### config.mk
export PLATFORM = sky130hd
export DESIGN_NAME = dm_store_buffer
export DESIGN_NICKNAME = d
export VERILOG_FILES = /design/src/rtl/dm_store_buffer.sv
export SDC_FILE = /design/constraint.sdc
export NUM_CORES = 2
export LEC_CHECK = 0
export ABC_CLOCK_PERIOD_IN_PS = 5850
export CAP_MARGIN = 20
export CORE_AREA = 4 4 648 586
export DETAILED_ROUTE_END_ITERATION = 12
export DIE_AREA = 0 0 652 590
export GPL_TIMING_DRIVEN = 0
export SLEW_MARGIN = 20
export SYNTH_ARGS = -nofsm -noshare
export SYNTH_HDL_FRONTEND = slang
export SYNTH_MEMORY_MAX_BITS = 65536
export SYNTH_SLANG_ARGS = --single-unit
### constraint.sdc
create_clock -name clk -period 5.85 [get_ports clk]
set_clock_uncertainty 0.15 [all_clocks]
set_input_delay 0.8775 -clock clk [delete_from_list [all_inputs] [get_ports clk]]
set_output_delay 0.8775 -clock clk [all_outputs]
set_load 0.01 [all_outputs]
### src/rtl/dm_store_buffer.sv
// Purpose : data-memory responder; stores go to a FIFO store buffer that drains in the background to a slow RAM.
// Latency : stores and buffer-hit loads complete in the request cycle; a load miss stalls for RAM_LAT+1 cycles.
// Backpr. : stall is raised for a store to a full buffer (until a drain pop frees an entry) and for a load miss.
module dm_store_buffer #(
    parameter int AW       = 7,
    parameter int SB_DEPTH = 4,
    parameter int RAM_LAT  = 2
) (
    input  logic                        clk,
    input  logic                        reset,
    input  logic [AW-1:0]               addr,
    input  logic                        rd,
    input  logic                        wr,
    input  logic [31:0]                 wdata,
    output logic [31:0]                 rdata,
    output logic                        stall,
    output logic [$clog2(SB_DEPTH):0]   sb_count,
    output logic                        sb_empty
);

    localparam int PW = $clog2(SB_DEPTH);
    localparam int CW = (RAM_LAT > 1) ? $clog2(RAM_LAT) : 1;

    typedef enum logic [1:0] {
        S_IDLE  = 2'd0,
        S_DRAIN = 2'd1,
        S_READ  = 2'd2,
        S_RVAL  = 2'd3
    } state_t;

    state_t          r_state;
    logic [CW-1:0]   r_cnt;
    logic [PW-1:0]   r_head;
    logic [PW-1:0]   r_tail;
    logic [PW:0]     r_count;
    logic [31:0]     r_rd_lat;
    logic [AW-1:0]   r_sb_addr [SB_DEPTH];
    logic [31:0]     r_sb_data [SB_DEPTH];
    logic [31:0]     r_ram     [0:(1<<AW)-1];

    logic            w_load;
    logic            w_hit;
    logic [31:0]     w_hit_data;
    logic            w_miss;
    logic            w_full;
    logic            w_op_last;
    logic            w_pop;
    logic            w_push;
    logic            w_stall;
    logic [PW:0]     w_count_nxt;

    // A simultaneous rd+wr is handled as a plain store, so only rd without wr is a load.
    assign w_load    = rd & ~wr;
    assign w_full    = (r_count == (PW+1)'(SB_DEPTH));
    assign w_op_last = (r_cnt == '0);
    assign w_pop     = (r_state == S_DRAIN) && w_op_last;
    assign w_push    = wr && (!w_full || w_pop);
    assign w_miss    = w_load && !w_hit;

    // Search valid entries oldest to youngest so the youngest matching store wins.
    always_comb begin
        w_hit      = 1'b0;
        w_hit_data = '0;
        for (int i = 0; i < SB_DEPTH; i++) begin
            if (((PW+1)'(i) < r_count) && (r_sb_addr[r_head + PW'(i)] == addr)) begin
                w_hit      = 1'b1;
                w_hit_data = r_sb_data[r_head + PW'(i)];
            end
        end
    end

    // Occupancy after this edge: a push and a pop in the same cycle cancel out.
    always_comb begin
        w_count_nxt = r_count;
        case ({w_push, w_pop})
            2'b10:   w_count_nxt = r_count + 1'b1;
            2'b01:   w_count_nxt = r_count - 1'b1;
            default: w_count_nxt = r_count;
        endcase
    end

    // Stall on a store that finds no room, or a load miss until the RVAL cycle delivers the word.
    assign w_stall  = (wr && w_full && !w_pop) || (w_miss && (r_state != S_RVAL));
    assign stall    = w_stall;
    assign rdata    = (w_load && !w_stall) ? ((r_state == S_RVAL) ? r_rd_lat : w_hit_data) : 32'd0;
    assign sb_count = r_count;
    assign sb_empty = (r_count == '0) && (r_state == S_IDLE);

    // Buffer payload; only the pointers need reset since occupancy gates every read of it.
    always_ff @(posedge clk) begin
        if (w_push) begin
            r_sb_addr[r_tail] <= addr;
            r_sb_data[r_tail] <= wdata;
        end
    end

    // Buffer pointers and occupancy count.
    always_ff @(posedge clk) begin
        if (reset) begin
            r_head  <= '0;
            r_tail  <= '0;
            r_count <= '0;
        end else begin
            if (w_push) r_tail <= r_tail + 1'b1;
            if (w_pop)  r_head <= r_head + 1'b1;
            r_count <= w_count_nxt;
        end
    end

    // RAM write of the head entry in the last drain cycle; RAM contents survive reset, an abandoned drain writes nothing.
    always_ff @(posedge clk) begin
        if (!reset && w_pop) begin
            r_ram[r_sb_addr[r_head]] <= r_sb_data[r_head];
        end
    end

    // Control FSM: a pending load miss takes priority over starting another drain.
    always_ff @(posedge clk) begin
        if (reset) begin
            r_state  <= S_IDLE;
            r_cnt    <= '0;
            r_rd_lat <= '0;
        end else begin
            case (r_state)
                S_IDLE: begin
                    if (w_miss) begin
                        r_state <= S_READ;
                        r_cnt   <= CW'(RAM_LAT-1);
                    end else if (r_count != '0) begin
                        r_state <= S_DRAIN;
                        r_cnt   <= CW'(RAM_LAT-1);
                    end
                end
                S_DRAIN: begin
                    if (w_op_last) begin
                        if (w_miss) begin
                            r_state <= S_READ;
                            r_cnt   <= CW'(RAM_LAT-1);
                        end else if (w_count_nxt != '0) begin
                            r_cnt   <= CW'(RAM_LAT-1);
                        end else begin
                            r_state <= S_IDLE;
                        end
                    end else begin
                        r_cnt <= r_cnt - 1'b1;
                    end
                end
                S_READ: begin
                    if (w_op_last) begin
                        r_rd_lat <= r_ram[addr];
                        r_state  <= S_RVAL;
                    end else begin
                        r_cnt <= r_cnt - 1'b1;
                    end
                end
                default: begin
                    r_state <= S_IDLE;
                end
            endcase
        end
    end

endmodule

==> results.sh <==
export IMPL_die_height_microns=590
export IMPL_r2r_slack_ns=1.18
export IMPL_cp_end_kind="output port"
export IMPL_final_max_slew_viol_count=0
export IMPL_synth_top_cell_area_share_pct=76.3
export IMPL_crit_type="input pin to output port"
export IMPL_power_mw=72.7
export IMPL_setup_violations=0
export IMPL_place_ws_ns=-1.80
export IMPL_syn_area_sq_mm=0.167
export IMPL_synth_xor_area_share_pct=0.168
export IMPL_place_port_buffers=79
export IMPL_rsz0062_at_grt="no"
export IMPL_fmax_mhz=174
export IMPL_worst_pin_slew_ns=1.24
export IMPL_drt_iter0_markers=13600
export IMPL_final_hold_violation_count=0
export IMPL_start_kind="input pin"
export IMPL_min_period_over_period_pct=98.2
export IMPL_path_clk_slew_ns=0.06
export IMPL_cts_buffer_depth=4
export IMPL_wl_per_cell_microns=36.9
export IMPL_worst_path_max_fanout=19
export IMPL_ys_async_sr_fraction_pct=0
export IMPL_cts_buffers=431
export IMPL_hold_depth=1
export IMPL_start_util_pct=44.9
export IMPL_synthCells=6999
export IMPL_cts_tree="built"
export IMPL_first_pass_iters=6
export IMPL_ys_top_cells_by_area="edfxtp_1 76%, mux4_2 19%, nor2_1 0.70%"
export IMPL_layout_nets=7825
export IMPL_ys_seq_area_share_pct=76.9
export IMPL_yosysMostFrequentCell="edfxtp_1"
export IMPL_cts_sinks=4296
export IMPL_via_per_inst=6.36
export IMPL_ys_ff_latch=4296
export IMPL_finalWorstSetupSlack_ns=0.106
export IMPL_gp_congestion=1.02
export IMPL_ir_drop_uv=281
export IMPL_status="finished, final reports clean"
export IMPL_synth_compound_area_share_pct=1.21
export IMPL_synth_edf_count=4252
export IMPL_hp_start="wdata[28]"
export IMPL_drc=0
export IMPL_power_density_mw_per_mm2=371
export IMPL_hpwlAfterDp_mm=323
export IMPL_arrival_ns=4.72
export IMPL_grt_overflow=0
export IMPL_hold_end="r_sb_data[2][28]"
export IMPL_drive_gt1_share_pct=33.1
export IMPL_grt_max_degree=81
export IMPL_grt_pass1_vias=80900
export IMPL_antenna_found_initial=81
export IMPL_leakage_nw=60.7
export IMPL_synth_fa_ha_area_share_pct=0.0748
export IMPL_ctsHoldBuffers=0
export IMPL_wirelength_mm=484
export IMPL_synth_flop_cell="edfxtp_1"
export IMPL_grt_pass1_wl_mm=665
export IMPL_final_area_sq_mm=0.196
export IMPL_relSlewSlack_pct=17.6
export IMPL_required_ns=4.82
export IMPL_yosysTopAreaCell="edfxtp_1"
export IMPL_muxShareOfSynthArea_pct=19.3
export IMPL_min_path_type="input pin to register"
export IMPL_reg2reg_to="r_ram[74][11]"
export IMPL_ios=80
export IMPL_antenna_left=0
export IMPL_synth_top_family_by_area="multiplexers"
export IMPL_synth_commonest_cells="4252 x edfxtp_1, 1400 x mux4_2, 310 x nor2_1, 225 x clkbuf_1, 130 x buf_2"
export IMPL_yosys_area_share_simple_pct=1.26
export IMPL_tns_ns=0
export IMPL_clockRootBuffer="clkbuf_16"
export IMPL_min_period_ns=5.74
export IMPL_row_count=213
export IMPL_final_cells=13100
export IMPL_syn_nets=7052
export IMPL_worst_skew_pair_late_latency_ns=0.99
export IMPL_syn_area_per_cell_sq_um=23.9
export IMPL_vias=83400
export IMPL_htreeDepth=5
export IMPL_place_inst=12300
export IMPL_gr_usage_all_layers_pct=25.0
export IMPL_placed_area_sq_mm=0.181
export IMPL_fp_dieW_microns=652
export IMPL_r2r_cells=9
export IMPL_area_growth_pct=17.3
export IMPL_fp_dieArea_sq_mm=0.385
export IMPL_ys_warn_count=0
export IMPL_yosys_cell_types_count=46
export IMPL_core_sq_mm=0.373
export IMPL_cap_violations=0
-- critical path: stages --
cell	delay [ns]
clkdlybuf4s50_1	0.67
buf_8	0.28
buf_12	0.27
buf_8	0.26
xor2_1	0.34
nor4_2	0.08
buf_4	0.16
nand2_1	0.06
nand4_1	0.21
o21ai_4	0.48
buf_4	0.33
a211oi_2	0.07
clkdlybuf4s50_1	0.52
-- metal layers --
layer | vias to the layer above | GRT usage, % | wire length [microns]
li1 | 32100 | - | -
met1 | 45200 | 36.3 | 191000
met2 | 5242 | 36.4 | 217000
met3 | 830 | 7.53 | 59100
met4 | 28 | 7.91 | 16100
met5 | - | 0.593 | 585
-- cells in the final DEF (no fill, tap or decap), drive strengths merged, types with 15 or more instances in the layout --
cell type      instances
o221ai                30
clkinv               193
clkbuf               740
mux4                1415
dfxtp                 44
o21ai                 71
and3                  33
mux2i                 38
xor2                  17
buf                  435
nor2                 310
mux2                  32
edfxtp              4252
dlymetal6s2s          24
nor3                  67
diode                 43
xnor2                 15
a211oi                64
nand2                 24
bufinv                51
inv                   24
a21oi                 37
a22o                  65
clkinvlp              18
clkdlybuf4s50         51
-- logic make-up (layout without fill, tap and decap cells) --
logic type | after synthesis | after routing
compound gates | 280 | 280
xor+xnor | 32 | 32
fa+ha+maj | 10 | 10
buf+inv | 427 | 1540
flops | 4296 | 4296
mux | 1470 | 1485
other cells | 0 | 43
simple gates | 484 | 484
-- through the flow --
stage          hold WS [ns]  util (%)
5_1_grt               0.375      52.6
2_1_floorplan         0.364         -
3_3_place_gp          0.380      46.7
6_report              0.398      52.6
4_1_cts               0.342      52.6
3_5_place_dp          0.389      48.6
-- state kept, by name (all words and copies together) (netlist names), named ones only --
register,count
r_cnt,1
r_head,2
r_ram,4096
r_rd_lat,32
r_sb_addr,28
r_sb_data,128
r_state,2
r_tail,2
sb_count,3
-- cell type report --
class	count	area (sq um)
antenna	43	108
buffer	412	2040
clock buffer	514	11200
clock inverter	274	2770
fill	27800	177000
inverter	12	45.0
multi-input combinational	2291	38400
sequential	4296	129000
tap	4945	6190
timing repair buffer	328	6890
-- where the power goes --
part | switching [mW] | total (mW) | internal (mW)
sequential | 0.205 | 36.7 | 36.5
clock | 11.7 | 27.6 | 15.9
combinational | 6.01 | 8.44 | 2.43
-- repair_timing --
| item | in CTS | in global routing |
|---|---|---|
| buffers inserted | 6 | 0 |
| gates cloned | 15 | 0 |
| gates resized for setup | 94 | 44 |
| setup endpoints to repair | 33 | 29 |
| pin swaps | 5 | 21 |
-- worst max-delay path by stage --
stage	startpoint	end	slack (ns)
6_report	addr[0]	rdata[9]	0.11
5_1_grt	r_head[0]	rdata[9]	0.0005
4_1_cts	register	rdata[22]	-0.005
3_5_place_dp	addr[0]	rdata[26]	-1.80
3_3_place_gp	addr[1]	rdata[25]	-2.13
2_1_floorplan	register	rdata[11]	1.62
Power figures use the tool's default switching activity.
